===== src/rtl/nessy_mem_pkg.sv =====
// rtl/nessy_mem_pkg.sv - shared FSM encoding and read-latency bounds for the RAM stream reader
//
// Purpose : state enum for ram_stream_reader plus the legal RAM read-latency
//           range and a helper that folds an out-of-range value into it.
// Ports   : none (package).
package nessy_mem_pkg;

  typedef enum logic [1:0] {
    ST_IDLE  = 2'd0,
    ST_READ  = 2'd1,
    ST_DRAIN = 2'd2
  } rd_state_e;

  localparam int RD_LATENCY_MIN = 1;
  localparam int RD_LATENCY_MAX = 2;

  // Keeps the delay line length legal even if an odd value is passed down.
  function automatic int clamp_rd_latency(input int lat);
    if (lat < RD_LATENCY_MIN) return RD_LATENCY_MIN;
    if (lat > RD_LATENCY_MAX) return RD_LATENCY_MAX;
    return lat;
  endfunction

endpackage


===== src/rtl/ram_stream_reader_if.sv =====
// rtl/ram_stream_reader_if.sv - RAM read port plus output stream bundle
//
// Purpose : groups the RAM read port and the valid/ready output stream.
// Signals : mem_rden, mem_address, mem_q   - RAM read port
//           out_data, out_valid, out_ready - output stream
// Modports: master = reader side, slave = RAM model / stream sink side.
interface ram_stream_reader_if #(
  parameter int WIDTH   = 8,
  parameter int WIDTHAD = 11
) ();

  logic               mem_rden;
  logic [WIDTHAD-1:0] mem_address;
  logic [WIDTH-1:0]   mem_q;
  logic [WIDTH-1:0]   out_data;
  logic               out_valid;
  logic               out_ready;

  modport master (
    output mem_rden, mem_address, out_data, out_valid,
    input  mem_q, out_ready
  );

  modport slave (
    input  mem_rden, mem_address, out_data, out_valid,
    output mem_q, out_ready
  );

endinterface


===== src/rtl/stream_fifo.sv =====
// rtl/stream_fifo.sv - small synchronous FIFO with flush, used as the stream output buffer
//
// Purpose : FIFO_DEPTH-entry buffer (power of two) with show-ahead read data.
// Ports   : clk_i, rst_ni (sync, active-low), flush_i (empties the FIFO),
//           wr_en_i/wr_data_i push, rd_en_i pop, rd_data_o head word
//           (0 while empty), valid_o not-empty, count_o occupancy.
module stream_fifo #(
  parameter int WIDTH      = 8,
  parameter int FIFO_DEPTH = 4
) (
  input  logic                        clk_i,
  input  logic                        rst_ni,
  input  logic                        flush_i,
  input  logic                        wr_en_i,
  input  logic [WIDTH-1:0]            wr_data_i,
  input  logic                        rd_en_i,
  output logic [WIDTH-1:0]            rd_data_o,
  output logic                        valid_o,
  output logic [$clog2(FIFO_DEPTH):0] count_o
);

  localparam int AW = $clog2(FIFO_DEPTH);
  localparam logic [AW:0] PTR_ONE = (AW+1)'(1);

  logic [WIDTH-1:0] mem_q [FIFO_DEPTH];
  logic [AW:0]      wr_ptr_q;
  logic [AW:0]      rd_ptr_q;

  // Pointers carry one extra wrap bit so full and empty are distinguishable.
  assign count_o   = wr_ptr_q - rd_ptr_q;
  assign valid_o   = (count_o != '0);
  assign rd_data_o = valid_o ? mem_q[rd_ptr_q[AW-1:0]] : '0;

  always_ff @(posedge clk_i) begin
    if (!rst_ni || flush_i) begin
      wr_ptr_q <= '0;
      rd_ptr_q <= '0;
    end else begin
      if (wr_en_i) wr_ptr_q <= wr_ptr_q + PTR_ONE;
      if (rd_en_i) rd_ptr_q <= rd_ptr_q + PTR_ONE;
    end
  end

  always_ff @(posedge clk_i) begin
    if (rst_ni && !flush_i && wr_en_i) mem_q[wr_ptr_q[AW-1:0]] <= wr_data_i;
  end

endmodule


===== src/rtl/ram_stream_reader.sv =====
// rtl/ram_stream_reader.sv - streams a block of RAM words out over a valid/ready interface
//
// Purpose : on start, reads length words from base_addr upward (address wraps)
//           and presents them in order on the output stream; done pulses the
//           cycle after the last word is accepted. abort cancels a transfer.
// Ports   : clock0, reset_n (sync, active-low); start/abort/base_addr/length
//           command; busy/done status; bus = RAM read port + output stream.
module ram_stream_reader
  import nessy_mem_pkg::*;
#(
  parameter int WIDTH      = 8,
  parameter int WIDTHAD    = 11,
  parameter int RD_LATENCY = 1,
  parameter int FIFO_DEPTH = 4
) (
  input  logic               clock0,
  input  logic               reset_n,
  input  logic               start,
  input  logic               abort,
  input  logic [WIDTHAD-1:0] base_addr,
  input  logic [WIDTHAD:0]   length,
  output logic               busy,
  output logic               done,
  ram_stream_reader_if.master bus
);

  localparam int LAT = clamp_rd_latency(RD_LATENCY);
  localparam int AW  = $clog2(FIFO_DEPTH);
  localparam int CW  = AW + 2;
  localparam logic [WIDTHAD-1:0] ADDR_ONE = WIDTHAD'(1);
  localparam logic [WIDTHAD:0]   CNT_ONE  = (WIDTHAD+1)'(1);

  rd_state_e          state_q, state_d;
  logic [WIDTHAD-1:0] addr_q, addr_d;
  logic [WIDTHAD:0]   rd_rem_q, rd_rem_d;
  logic [WIDTHAD:0]   out_rem_q, out_rem_d;
  logic [LAT-1:0]     vld_q, vld_d;
  logic               done_q, done_d;

  logic               rden;
  logic               flush;
  logic               pop;
  logic               fifo_valid;
  logic [AW:0]        fifo_count;
  logic [CW-1:0]      inflight;
  logic [CW-1:0]      level;

  // Each set bit in vld_q is a read still travelling through the RAM pipeline.
  always_comb begin
    inflight = '0;
    for (int i = 0; i < LAT; i++) inflight = inflight + CW'(vld_q[i]);
  end

  // Reads are only issued when every word already committed has a FIFO slot.
  assign level = inflight + CW'(fifo_count);
  assign pop   = fifo_valid & bus.out_ready;

  always_comb begin
    state_d   = state_q;
    addr_d    = addr_q;
    rd_rem_d  = rd_rem_q;
    out_rem_d = out_rem_q;
    done_d    = 1'b0;
    rden      = 1'b0;
    flush     = 1'b0;
    case (state_q)
      ST_IDLE: begin
        if (start && !abort) begin
          if (length == '0) begin
            done_d = 1'b1;
          end else begin
            state_d   = ST_READ;
            addr_d    = base_addr;
            rd_rem_d  = length;
            out_rem_d = length;
          end
        end
      end
      ST_READ: begin
        if (abort) begin
          flush   = 1'b1;
          state_d = ST_IDLE;
        end else begin
          if (level < CW'(FIFO_DEPTH)) begin
            rden     = 1'b1;
            addr_d   = addr_q + ADDR_ONE;
            rd_rem_d = rd_rem_q - CNT_ONE;
            if (rd_rem_q == CNT_ONE) state_d = ST_DRAIN;
          end
          if (pop) out_rem_d = out_rem_q - CNT_ONE;
        end
      end
      ST_DRAIN: begin
        if (abort) begin
          flush   = 1'b1;
          state_d = ST_IDLE;
        end else if (pop) begin
          out_rem_d = out_rem_q - CNT_ONE;
          if (out_rem_q == CNT_ONE) begin
            state_d = ST_IDLE;
            done_d  = 1'b1;
          end
        end
      end
      default: state_d = ST_IDLE;
    endcase
    vld_d = flush ? '0 : LAT'({vld_q, rden});
  end

  always_ff @(posedge clock0) begin
    if (!reset_n) begin
      state_q   <= ST_IDLE;
      addr_q    <= '0;
      rd_rem_q  <= '0;
      out_rem_q <= '0;
      vld_q     <= '0;
      done_q    <= 1'b0;
    end else begin
      state_q   <= state_d;
      addr_q    <= addr_d;
      rd_rem_q  <= rd_rem_d;
      out_rem_q <= out_rem_d;
      vld_q     <= vld_d;
      done_q    <= done_d;
    end
  end

  stream_fifo #(
    .WIDTH      (WIDTH),
    .FIFO_DEPTH (FIFO_DEPTH)
  ) u_fifo (
    .clk_i     (clock0),
    .rst_ni    (reset_n),
    .flush_i   (flush),
    .wr_en_i   (vld_q[LAT-1]),
    .wr_data_i (bus.mem_q),
    .rd_en_i   (pop),
    .rd_data_o (bus.out_data),
    .valid_o   (fifo_valid),
    .count_o   (fifo_count)
  );

  assign bus.out_valid   = fifo_valid;
  assign bus.mem_rden    = rden;
  assign bus.mem_address = addr_q;
  assign busy            = (state_q != ST_IDLE);
  assign done            = done_q;

endmodule


===== src/flat_wrapper.sv =====
// flat-port wrapper written by rule: the top's interface ports become plain ports
module ram_stream_reader_flat import nessy_mem_pkg::*;
#(
  parameter int WIDTH      = 8,
  parameter int WIDTHAD    = 11,
  parameter int RD_LATENCY = 1,
  parameter int FIFO_DEPTH = 4
)
  (clock0, reset_n, start, abort, base_addr, length, busy, done, bus_mem_rden, bus_mem_address, bus_out_data, bus_out_valid, bus_mem_q, bus_out_ready);
  ram_stream_reader_if #(.WIDTH(WIDTH), .WIDTHAD(WIDTHAD)) bus_i ();
  input  logic clock0;
  input  logic reset_n;
  input  logic start;
  input  logic abort;
  input  logic [WIDTHAD-1:0] base_addr;
  input  logic [WIDTHAD:0] length;
  output logic busy;
  output logic done;
  output wire logic [$bits(bus_i.mem_rden)-1:0] bus_mem_rden;
  output wire logic [$bits(bus_i.mem_address)-1:0] bus_mem_address;
  output wire logic [$bits(bus_i.out_data)-1:0] bus_out_data;
  output wire logic [$bits(bus_i.out_valid)-1:0] bus_out_valid;
  input wire logic [$bits(bus_i.mem_q)-1:0] bus_mem_q;
  input wire logic [$bits(bus_i.out_ready)-1:0] bus_out_ready;
  assign bus_mem_rden = bus_i.mem_rden;
  assign bus_mem_address = bus_i.mem_address;
  assign bus_out_data = bus_i.out_data;
  assign bus_out_valid = bus_i.out_valid;
  assign bus_i.mem_q = bus_mem_q;
  assign bus_i.out_ready = bus_out_ready;
  ram_stream_reader #(.WIDTH(WIDTH), .WIDTHAD(WIDTHAD), .RD_LATENCY(RD_LATENCY), .FIFO_DEPTH(FIFO_DEPTH)) u_core (.clock0(clock0), .reset_n(reset_n), .start(start), .abort(abort), .base_addr(base_addr), .length(length), .busy(busy), .done(done), .bus(bus_i));
endmodule

===== config.mk =====
export PLATFORM = sky130hd
export DESIGN_NAME = ram_stream_reader_flat
export DESIGN_NICKNAME = d
export VERILOG_FILES = /design/src/rtl/nessy_mem_pkg.sv /design/src/rtl/ram_stream_reader_if.sv /design/src/rtl/stream_fifo.sv /design/src/rtl/ram_stream_reader.sv /design/src/flat_wrapper.sv
export SDC_FILE = /design/constraint.sdc
export NUM_CORES = 1
export LEC_CHECK = 0
export CORE_MARGIN = 4
export CORE_UTILIZATION = 48
export DETAILED_ROUTE_END_ITERATION = 8
export PLACE_DENSITY = 0.76
export SYNTH_ARGS = -nofsm -noshare
export SYNTH_HDL_FRONTEND = slang
export SYNTH_SLANG_ARGS = --single-unit

===== constraint.sdc =====
create_clock -name clock0 -period 3.3 [get_ports clock0]
set_input_delay 0.66 -clock clock0 [delete_from_list [all_inputs] [get_ports clock0]]
set_output_delay 0.66 -clock clock0 [all_outputs]
set_load 0.05 [all_outputs]

# Word level (Yosys, flattened, before mapping)
# Memories as Yosys holds them, arrays and structs flattened. A register that Yosys moved wholly into a read port is not among the register bits.
# Cells that the tools add are included.
[totals]
input_bits = 36
mem_bits_rw = 32
elab_cells = 89
reg_bits = 45
n_memories = 1
[classes]
reduce_logical = 18
bitwise_logic = 2
mux = 38
magnitude_cmp = 1
eq_ne = 14
n_addsub = 7
[memory_table]
columns = ["name", "depth", "width", "rd", "rd_clocked_by_memory_dff", "wr", "line_no", "text"]
rows = [
  ["u_core.u_fifo.mem_q", 4, 8, 1, 1, 1, "stream_fifo.sv:25", "logic [WIDTH-1:0] mem_q [FIFO_DEPTH];"],
]
[op_table]
columns = ["cell", "count"]
rows = [
  ["$mux 12", 6],
  ["$pmux 12 s2", 2],
  ["$mux 11", 4],
  ["$eq 12x1->1 const B", 2],
  ["$sub 12x1->12 const B", 2],
  ["$pmux 11 s2", 1],
  ["$mux 2", 10],
  ["$logic_not 12->1", 1],
  ["$mux 1", 12],
  ["$ne 3x2->1 const B", 4],
  ["$add 11x1->11 const B", 1],
  ["$reduce_and 5->1", 2],
  ["$mux 8", 1],
  ["$add 3x1->3 const B", 2],
  ["$ne 2x1->1 const B", 3],
  ["$ne 2x2->1 const B", 3],
  ["$pmux 2 s3", 1],
  ["$reduce_and 6->1", 1],
  ["$reduce_bool 2->1", 3],
  ["$add 1x3->4", 1],
  ["$lt 4x3->1 const B", 1],
  ["$reduce_or 2->1", 2],
  ["$logic_and 1x1->1", 3],
  ["$logic_not 1->1", 3],
  ["other kinds (9)", 9],
]

# Depth between registers and ports, before layout
[depth]
depth_word = 8
mapped_depth = 9

# Cells and area by module
# Synthesis repeated with hierarchy kept, for this count alone.
[hier_totals]
cells_unflattened = 432
area_unflattened_um2 = 4241.6
[by_module_without_submodules]
columns = ["module", "seq_area_each_um2", "instances", "area_per_inst_um2", "cells_each"]
rows = [
  ["ram_stream_reader", 780.7, 1, 2570.0, 336],
  ["stream_fifo", 1121.1, 1, 1671.6, 96],
]

# Worst setup path before layout
# OpenSTA, ideal clock, no wires.
[synth_path]
path_kind = "register to output"
from = "register u_core.u_fifo.wr_ptr_q[0]"
to = "output bus_out_data[0]"
arrival_time_ns = 2.508
path_buffers = 1
required_ns = 2.640
stages_incl_launch_ff = 8
setup_slack_ns = 0.132
path_cell_list = "dfxtp_1 -> inv_1 -> ha_1 -> fa_1 -> xor3_1 -> or2_2 -> clkbuf_1 -> and2_1"
[synth_via]
elab_chain_len = 3
[synth_lines]
columns = ["item", "line_no", "text"]
rows = [
  ["start, declared", "stream_fifo.sv:26", "logic [AW:0] wr_ptr_q;"],
  ["start signal, assigned", "stream_fifo.sv:39", "if (wr_en_i) wr_ptr_q <= wr_ptr_q + PTR_ONE;"],
  ["$sub 3x3->3", "stream_fifo.sv:30", "assign count_o = wr_ptr_q - rd_ptr_q;"],
  ["$reduce_bool 3->1", "stream_fifo.sv:31", "assign valid_o = (count_o != '0);"],
  ["via bus_out_valid", "flat_wrapper.sv:22", "output wire logic [$bits(bus_i.out_valid)-1:0] bus_out_valid;"],
  ["$mux 8", "stream_fifo.sv:32", "assign rd_data_o = valid_o ? mem_q[rd_ptr_q[AW-1:0]] : '0;"],
  ["end, declared", "flat_wrapper.sv:21", "output wire logic [$bits(bus_i.out_data)-1:0] bus_out_data;"],
]
# The timed path passes the listed nets, and every way through them passes these cells.

# Worst setup path after layout
[layout_path]
from = "register u_core.u_fifo.wr_ptr_q[0]"
to = "output bus_mem_rden"
[layout_via]
elab_chain_len = 6
[layout_lines]
columns = ["item", "line_no", "text"]
rows = [
  ["$sub 3x3->3", "stream_fifo.sv:30", ""],
  ["$add 1x3->4", "ram_stream_reader.sv:55", "assign level = inflight + CW'(fifo_count);"],
  ["$lt 4x3->1", "ram_stream_reader.sv:84", "if (level < CW'(FIFO_DEPTH)) begin"],
  ["$mux 1", "ram_stream_reader.sv:84", ""],
  ["$mux 1", "ram_stream_reader.sv:80", "if (abort) begin"],
  ["$mux 1", "ram_stream_reader.sv:66", "case (state_q)"],
  ["end, declared", "flat_wrapper.sv:19", "output wire logic [$bits(bus_i.mem_rden)-1:0] bus_mem_rden;"],
]
# Every way passes these cells.

==> impl_metrics.toml <==
[global_route]
track_usage_pct = 20.1
top_usage_layer = "met2"
first_global_vias = 3317
gr-usage-met2_pct = 34.0
grt_pass1_wl_mm = 16.2
met1_usage_pct = 25.2
antenna_found_initial = 0
grt-ovfl-total = 0
grt_max_degree = 41
use_met3_pct = 5.65

[yosys]
synth_area_leaders = "edfxtp_1 (23%), dfxtp_1 (22%), a21boi_0 (5.2%), ha_1 (4.5%), mux4_2 (4.3%)"
syn_inst = 438
synth-seq-area-share_pct = 45.1
synth_edf_count = 32
syn_nets = 490
ys_ff_latch = 79
async_flop_share_pct = 0
synth_most_common_cell = "dfxtp_1"
synth.top_cell.area_share_pct = 22.8
synth_warnings = 0
synth_top_cell_by_area = "edfxtp_1"
syn_area_per_cell_um2 = 9.63
netlist_top_cells_count = "dfxtp_1 (47), nand2_1 (42), nor2_1 (34)"
ys_types = 56
syn-cell-area_um2 = 4220
ys.flop_type = "dfxtp_1"

[floorplanning]
die_w_um = 102
rows = 33
core_area_um2 = 8380
start_util_pct = 50.3
die_h_um = 102
die_area_um2 = 10300
io_pins = 59

[clocking]
holdBufCountCts = 0
htreeDepth = 3
cts_tree = "done"
cts_max_path_buffers = 2
cts_inserted_buffers = 9
cts_sinks = 79
clkTransAtPathRegs_ns = 0.09
cts-root-buf = "clkbuf_8"
clk_latency_ns = 0.36

[setup_path]
crit_slowest_cell = "dfxtp_1"
critPathMaxFanout = 5
cp_slowest_stage_delay_ns = 0.41
r2r_start = "u_core.u_fifo.wr_ptr_q[0]$_SDFFE_PP0P_"
r2r-end = "u_core.bus.mem_address[4]$_SDFFE_PN0P_"
critPathRequiredTime_ns = 2.64
reg2reg_slack_ns = 0.27
reg2reg_depth = 9
critPathArrivalTime_ns = 2.46
criticalPathCategory = "register to output pin"
startpoint_type = "register"
crit_chain = "inv_1 > ha_1 > fa_1 > xor3_1 > buf_4 > or2_2 > nor2_4 > buf_12"
setup.worst_path.start = "u_core.u_fifo.wr_ptr_q[0]$_SDFFE_PP0P_"
critPathCaptureType = "output pin"

[detailed_routing]
drt_iter0_markers = 136
drt_wl_total_mm = 9.71
wl_per_cell_um = 16.1
drtPass1Iterations = 4
vias = 3428
viasPerCell = 5.68
drc = 0
drtAntennaViolNets = 0

[pwr]
leakagePower_nw = 1.91
ir_worst_vdd_mv = 0.485
power_density_nw_per_um2 = 933

[min_path]
holdPathStages = 2
hp-class = "register to register"
min_to = "u_core.out_rem_q[4]$_SDFFE_PN0P_"
hp-start = "u_core.out_rem_q[4]$_SDFFE_PN0P_"

[finish]
antenna_cells = 0
area_growth_pct = 22.0
final_area_um2 = 5140
layout.nets = 546
drive_gt1_share_pct = 11.8

[timing]
tightest_slew_ns = 0.841
rsz0062_at_grt = "no"
slew_headroom_pct = 43.4
fin_crit_ns = 3.12
setup_viol = 0
clock_skew_ns = 0.0112
finalHoldViolations = 0
tns_ns = 0
drv_slew = 0
worst_slack_ns = 0.183
max_freq_mhz = 321
finalCritPeriodShare_pct = 94.5

[place]
portBuffers = 58
dp_hpwl_mm = 6.89
placed_cell_area_um2 = 4910
dp_slack_ns = 0.231
gp_congestion = 0.811

[status]
status = "complete, no violations"

[job]
cap_violations = 0
-- what timing repair did --
item | CTS | global route
setup endpoints to repair | 1 | 2
resized for setup | 1 | 4
hold endpoints to repair | 0 | 0
setup buffers | 0 | 0
-- flip-flops by register name, summed over array words and instances (netlist names), named ones only --
| register | flops |
|---|---|
| u_core.u_fifo.mem_q | 32 |
| u_core.out_rem_q | 12 |
| u_core.rd_rem_q | 12 |
| u_core.bus.mem_address | 11 |
| u_core.u_fifo.rd_ptr_q | 3 |
| u_core.u_fifo.wr_ptr_q | 3 |
| u_core.state_q | 2 |
| u_core.done | 1 |
| u_core.vld_q | 1 |
-- worst max path at each step --
stage                                            to  slack [ns]  depth (start not counted)
finish                                 bus_mem_rden        0.18                          8
floorplan                           bus_out_data[0]        0.13                          7
detailed placement                    bus_out_valid        0.23                          6
global route        u_core.rd_rem_q[7]$_SDFFE_PN0P_        0.01                          9
CTS                                    bus_mem_rden        0.05                          8
global placement                      bus_out_valid        0.29                          6
-- critical path, delay by kind of cell (launching register included) --
kind / cells / cell delay [ns]
xor+xnor: 1 / 0.21
fa+ha+maj: 2 / 0.60
buf+inv: 3 / 0.42
flops: 1 / 0.41
simple gates: 2 / 0.47
-- layout make-up --
class                      instances  area [um2]
tap                              105         131
inverter                          19        71.3
multi-input combinational        317        2160
sequential                        79        1900
timing repair buffer              68         641
clock inverter                     7         110
fill                             703        3240
clock buffer                       9         124
-- power breakdown --
part	total, W	leakage, nW	internal (W)	switching (W)
clock network	0.000835	0.116	0.000444	0.000391
logic	0.00256	1.12	0.000950	0.00161
registers	0.00140	0.672	0.00120	0.000206
-- metrics by stage --
stage	hold WS, ns	total power, W	cells	utilization (%)
after global placement	0.470	0.00391	588	58.5
after CTS	0.490	0.00483	604	61.3
final	0.491	0.00480	604	61.4
after floorplan	0.455	0.00327	438	-
after global routing	0.527	0.00514	604	61.4
after detailed placement	0.480	0.00398	588	58.5
-- cells in the final DEF (no fill, tap or decap), drive strengths merged, types with 2 or more instances in the layout --
cell type      instances
and3                   6
o21bai                 3
inv                   21
clkinv                 2
or4                    4
nor2b                  6
nor4                   5
a21o                   4
nand2                 42
o21ai                 31
or3                    3
a211o                  2
edfxtp                32
o211a                  3
ha                    15
o21a                  10
clkdlybuf4s50         48
mux4                   8
dfxtp                 47
o22ai                  3
nor3                  15
nand3                 12
mux2i                  6
and2                  11
nand4                  5
nand2b                 4
buf                   19
xor2                   4
bufinv                 2
o2bb2ai                2
a21oi                 22
mux2                   2
or2                    4
nor3b                  3
a21boi                29
o221a                  2
clkbuf                10
nor2                  34
-- cells by family (layout without fill, tap and decap cells) --
family	Yosys count	after routing	share of synthesized area (%)
AO/OA/AOI/OAI	120	120	19.3
AND/OR/NAND/NOR	159	159	19.1
adder cells (fa/ha/maj)	16	16	4.93
XOR/XNOR	6	6	1.60
buffers and inverters	42	103	3.74
multiplexers	16	16	6.23
flip-flops	79	79	45.1
-- layer usage --
metal  part of all wire [%]  routed length, um  vias up
met5                      0                  0        -
met4                    1.2                116        0
met3                    4.8                468       11
met2                     51               4990       79
met1                     43               4130     1634
li1                       -                  -     1704
No activity file was read; power rests on OpenSTA's default activity.
